## config.mk

```make
export PLATFORM = sky130hd
export DESIGN_NAME = demo_input_conditioner
export DESIGN_NICKNAME = d
export VERILOG_FILES = /design/src/rtl/demo_pkg.sv /design/src/rtl/sync_debounce.sv /design/src/rtl/demo_input_conditioner.sv
export SDC_FILE = /design/constraint.sdc
export NUM_CORES = 1
export LEC_CHECK = 0
export BUFFER_PORTS_ARGS = -buffer_cell sky130_fd_sc_hd__buf_2
export CAP_MARGIN = 20
export CORE_ASPECT_RATIO = 1.1
export CORE_MARGIN = 2
export CORE_UTILIZATION = 40
export DETAILED_ROUTE_END_ITERATION = 10
export PLACE_DENSITY = 0.62
export SYNTH_ARGS = -nofsm -noshare
export SYNTH_HDL_FRONTEND = slang
export SYNTH_SLANG_ARGS = --single-unit
```

## constraint.sdc

```tcl
create_clock -name clk -period 4.85 [get_ports clk]
set_input_delay 0.7275 -clock clk [delete_from_list [all_inputs] [get_ports clk]]
set_output_delay 0.7275 -clock clk [all_outputs]
set_load 0.01 [all_outputs]
```

## src/rtl/demo_pkg.sv

```systemverilog
// demo_pkg: shared constants for the bus demo input front end
package demo_pkg;
    localparam int DEMO_DEBOUNCE_DEFAULT = 50000;
    localparam int DEMO_SYNC_STAGES      = 2;
    localparam int SW_D1_MODE            = 0;
    localparam int SW_D2_MODE            = 1;
    localparam int SW_D1_EN              = 2;
    localparam int SW_D2_EN              = 3;
endpackage

```

## src/rtl/sync_debounce.sv

```systemverilog
// sync_debounce: synchroniser chain plus stability-counter debounce for one pin
module sync_debounce
    import demo_pkg::*;
#(
    parameter int   SYNC_STAGES     = DEMO_SYNC_STAGES,
    parameter int   DEBOUNCE_CYCLES = DEMO_DEBOUNCE_DEFAULT,
    parameter int   CNT_WIDTH       = $clog2(DEBOUNCE_CYCLES + 1),
    parameter logic RESET_VAL       = 1'b0
) (
    input  logic clk,
    input  logic rstn,
    input  logic din,
    output logic dout
);
    localparam logic [CNT_WIDTH-1:0] CNT_MAX = CNT_WIDTH'(DEBOUNCE_CYCLES - 1);
    logic [SYNC_STAGES-1:0] sync;
    logic [CNT_WIDTH-1:0]   cnt;
    // any sample agreeing with the debounced value restarts qualification
    always_ff @(posedge clk or negedge rstn) begin
        if (!rstn) begin
            sync <= {SYNC_STAGES{RESET_VAL}};
            dout <= RESET_VAL;
            cnt  <= '0;
        end else begin
            sync <= {sync[SYNC_STAGES-2:0], din};
            if (sync[SYNC_STAGES-1] == dout) cnt <= '0;
            else if (cnt == CNT_MAX) begin
                dout <= sync[SYNC_STAGES-1];
                cnt  <= '0;
            end else cnt <= cnt + 1'b1;
        end
    end
endmodule

```

## src/rtl/demo_input_conditioner.sv

```systemverilog
// demo_input_conditioner: debounced start button and busy-gated mode/enable switches
module demo_input_conditioner
    import demo_pkg::*;
#(
    parameter int DEBOUNCE_CYCLES = DEMO_DEBOUNCE_DEFAULT,
    parameter int CNT_WIDTH       = $clog2(DEBOUNCE_CYCLES + 1),
    parameter int SYNC_STAGES     = DEMO_SYNC_STAGES
) (
    input  logic       clk,
    input  logic       rstn,
    input  logic       start_raw,
    input  logic [3:0] sw_raw,
    input  logic       d1_ready,
    input  logic       d2_ready,
    output logic       start_out,
    output logic       press_pulse,
    output logic       d1_mode,
    output logic       d2_mode,
    output logic       d1_en,
    output logic       d2_en
);
    logic       start_db, start_d;
    logic [3:0] sw_db, sw_q;
    sync_debounce #(
        .SYNC_STAGES(SYNC_STAGES), .DEBOUNCE_CYCLES(DEBOUNCE_CYCLES),
        .CNT_WIDTH(CNT_WIDTH), .RESET_VAL(1'b1)
    ) u_start (.clk(clk), .rstn(rstn), .din(start_raw), .dout(start_db));
    for (genvar i = 0; i < 4; i++) begin : g_sw
        sync_debounce #(
            .SYNC_STAGES(SYNC_STAGES), .DEBOUNCE_CYCLES(DEBOUNCE_CYCLES),
            .CNT_WIDTH(CNT_WIDTH), .RESET_VAL(1'b0)
        ) u_sw (.clk(clk), .rstn(rstn), .din(sw_raw[i]), .dout(sw_db[i]));
    end
    // switches only move while both masters are idle; they lag db by one edge
    always_ff @(posedge clk or negedge rstn) begin
        if (!rstn) begin
            start_d <= 1'b1;
            sw_q    <= '0;
        end else begin
            start_d <= start_db;
            if (d1_ready & d2_ready) sw_q <= sw_db;
        end
    end
    assign start_out   = start_db;
    assign press_pulse = start_d & ~start_db;
    assign d1_mode     = sw_q[SW_D1_MODE];
    assign d2_mode     = sw_q[SW_D2_MODE];
    assign d1_en       = sw_q[SW_D1_EN];
    assign d2_en       = sw_q[SW_D2_EN];
endmodule

```

==> results_dict.tcl <==
set metrics [dict create \
    rows 41 \
    start_util 0.405 \
    pre_cts_slack_ns 2.80 \
    cts-buffers-inserted 9 \
    cts_tree "done" \
    synth_area_um2 4600 \
    holdWs_ns 0.352 \
    firstDrtPassIters 4 \
    reg2reg_from "g_sw[2].u_sw.cnt[0]" \
    endpoint "g_sw[2].u_sw.cnt[15]" \
    routed_via_density 5.02 \
    die_area_um2 12400 \
    async_flop_share 1.00 \
    final_common_cell "dfrtp_1" \
    synth_mux_area_frac 0.0220 \
    crit_cells 4 \
    grt_pass1_wl_um 13700 \
    layoutNonFillerInstCount 608 \
    clockRootBuffer "clkbuf_16" \
    peakVddDrop_mv 0.181 \
    synthFlopType "dfrtp_1" \
    cp-end-kind "register" \
    synthCells 433 \
    fmax_ghz 0.488 \
    place_congestion 0.807 \
    clock_skew_ns 0.00635 \
    final_layout_size_suffix_gt1_frac 0.111 \
    synth_xor_xnor_area_share 0.141 \
    drtAntennaViolNets 0 \
    wl_per_cell_um 12.7 \
    grt_use_total 0.140 \
    synth-simple-area-share 0.243 \
    cp_data_arrival_time_ns 2.24 \
    setup_viol 0 \
    ys_seq_area_frac 0.545 \
    syn-num-nets 447 \
    cts_setup_buffers 0 \
    io-pin-count 15 \
    drv_slew 0 \
    path_cells "ha_1 -> nand3_1 -> o41ai_4 -> nor2_1" \
    ys_warn_count 0 \
    cellPowerDensity_nw_per_um2 311 \
    synth_top_family_by_area "simple AND/OR/NAND/NOR gates" \
    antenna_found_initial 0 \
    r2r_end "g_sw[2].u_sw.cnt[15]" \
    hold_path_class "register to register" \
    core_area_um2 11300 \
    synth-seq-cells 100 \
    cp.required_ns 5.04 \
    cts.path.max_buffers 2 \
    final_nets 467 \
    synth_fa_ha_area_frac 0.0136 \
    via_count 3050 \
    synth_cell_types 33 \
    cts-htree-levels 3 \
    post_dp_cell_area_um2 4820 \
    drc 0 \
    avgSynthCellArea_um2 10.6 \
    hold_viol 0 \
    drt-total-wl_um 7700 \
    startpoint_type "register" \
    die_w_um 106 \
    relSlewSlack 0.412 \
    cts_resized 0 \
    synth_area_leader_cell "dfrtp_1" \
    antenna_cells 0 \
    dp.cells 592 \
    portBuffers 14 \
    worst-path-buf-inv 0 \
    layout_common_cells "dfrtp_1 (96), nor2_1 (90), xnor2_1 (61)" \
    fin_ws_ns 2.80 \
    grt_start_max_net_pins 65 \
    crit_type "register to register" \
    max_stage_delay_ns 0.88 \
    yosys-top-cells-area "dfrtp_1 (52%), xnor2_1 (12%), nor2_1 (7.3%)" \
    tightest_slew_ns 0.879 \
    crit_family "compound AO/OA/AOI/OAI gates" \
    die_y_um 116 \
    synth_top_area_frac 0.523 \
    ff2ff_setup_slack_ns 2.80 \
    fin_area_um2 5110 \
    dp_hpwl_um 5130 \
    path_max_fanout 16 \
    min_period_ns 2.05 \
    cts_sinks 100 \
    setup_tns_ns 0 \
    clk_pin_slew_worst_paths_ns 0.07 \
    cp_slowest_cell "o41ai_4" \
    synth_edf_count 0 \
    drt_iter0_drc 151 \
    min_period_over_period 0.422 \
    maxCapViolCount 0 \
    synth-compound-area-share 0.0147 \
    status "completed" \
    grt_remaining_overflow 0 \
    worstRegToRegCells 4 \
    critical_path.startpoint "g_sw[2].u_sw.cnt[0]" \
    syn_to_final_growth_pct 11.2 \
    rsz0062_at_grt "false" \
    leakagePower_nw 2.09 \
    ctsHoldBuffers 0 \
    clkLatencyLatePin_ns 0.34 \
    grt_pass1_vias 3004 \
]
-- metrics by stage --
stage	total power [mW]	util
6_report	1.59	0.451
5_1_grt	1.65	0.451
4_1_cts	1.61	0.451
3_5_place_dp	0.930	0.426
3_3_place_gp	0.928	0.426
2_1_floorplan	0.903	-
-- worst reg2reg max path: stages (launching register included) --
cell,delay [ns]
dfrtp_1,0.39
ha_1,0.20
nand3_1,0.30
o41ai_4,0.89
nor2_1,0.13
-- cells in the mapped netlist, drive strengths merged (2+ instances only) --
cell type / number
dfrtp: 96
nor2: 90
xnor2: 61
nand3: 29
nor4: 23
nand2: 20
nand4: 18
nor3: 17
inv: 14
xor2: 13
mux2: 9
and3: 6
ha: 5
buf: 4
dfstp: 4
nor4b: 4
nor4bb: 4
clkbuf: 2
o41ai: 2
or2: 2
or3: 2
-- where the power goes --
| part | switching, mW | internal [mW] |
|---|---|---|
| clock | 0.310 | 0.365 |
| sequential | 0.0122 | 0.849 |
| combinational | 0.0360 | 0.0154 |
-- kinds of logic (layout without fill, tap and decap cells) --
family,after synthesis,after routing
flip-flops,100,100
XOR/XNOR,74,74
adder cells (fa/ha/maj),5,5
multiplexers,9,9
buffers and inverters,20,45
AND/OR/NAND/NOR,221,221
AO/OA/AOI/OAI,4,4
-- how the worst min path moves through the flow --
stage                                 to  cells past startpoint                 start
floorplan           g_sw[0].u_sw.sync[1]                      0  g_sw[0].u_sw.sync[0]
global placement    g_sw[2].u_sw.sync[1]                      0  g_sw[2].u_sw.sync[0]
detailed placement  g_sw[0].u_sw.sync[1]                      0  g_sw[0].u_sw.sync[0]
CTS                 g_sw[0].u_sw.sync[1]                      0  g_sw[0].u_sw.sync[0]
global route        g_sw[3].u_sw.sync[1]                      0  g_sw[3].u_sw.sync[0]
finish              g_sw[0].u_sw.sync[1]                      0  g_sw[0].u_sw.sync[0]
-- layer usage --
layer / vias up / GRT usage / share of wire
met5: - / 0 / 0
met4: 0 / 0.0772 / 0.024
met3: 13 / 0.0268 / 0.029
met2: 40 / 0.227 / 0.46
met1: 1468 / 0.180 / 0.49
li1: 1529 / - / -
-- sequential cells by signal, summed over array words and instances (netlist names) --
register        cells
u_start.dout        1
start_d             1
u_start.cnt        16
g_sw.u_sw.cnt      64
g_sw.u_sw.dout      4
g_sw.u_sw.sync      8
u_start.sync        2
sw_q                4
-- area by class of cell --
type | count | area [um2]
clock buffers | 10 | 239
repair buffers | 15 | 80.1
well taps | 150 | 188
multi-input cells | 313 | 2000
fillers | 1061 | 6230
inverters | 14 | 52.6
flip-flops and latches | 100 | 2510
clock inverters | 6 | 46.3
Power figures use the tool's default switching activity.
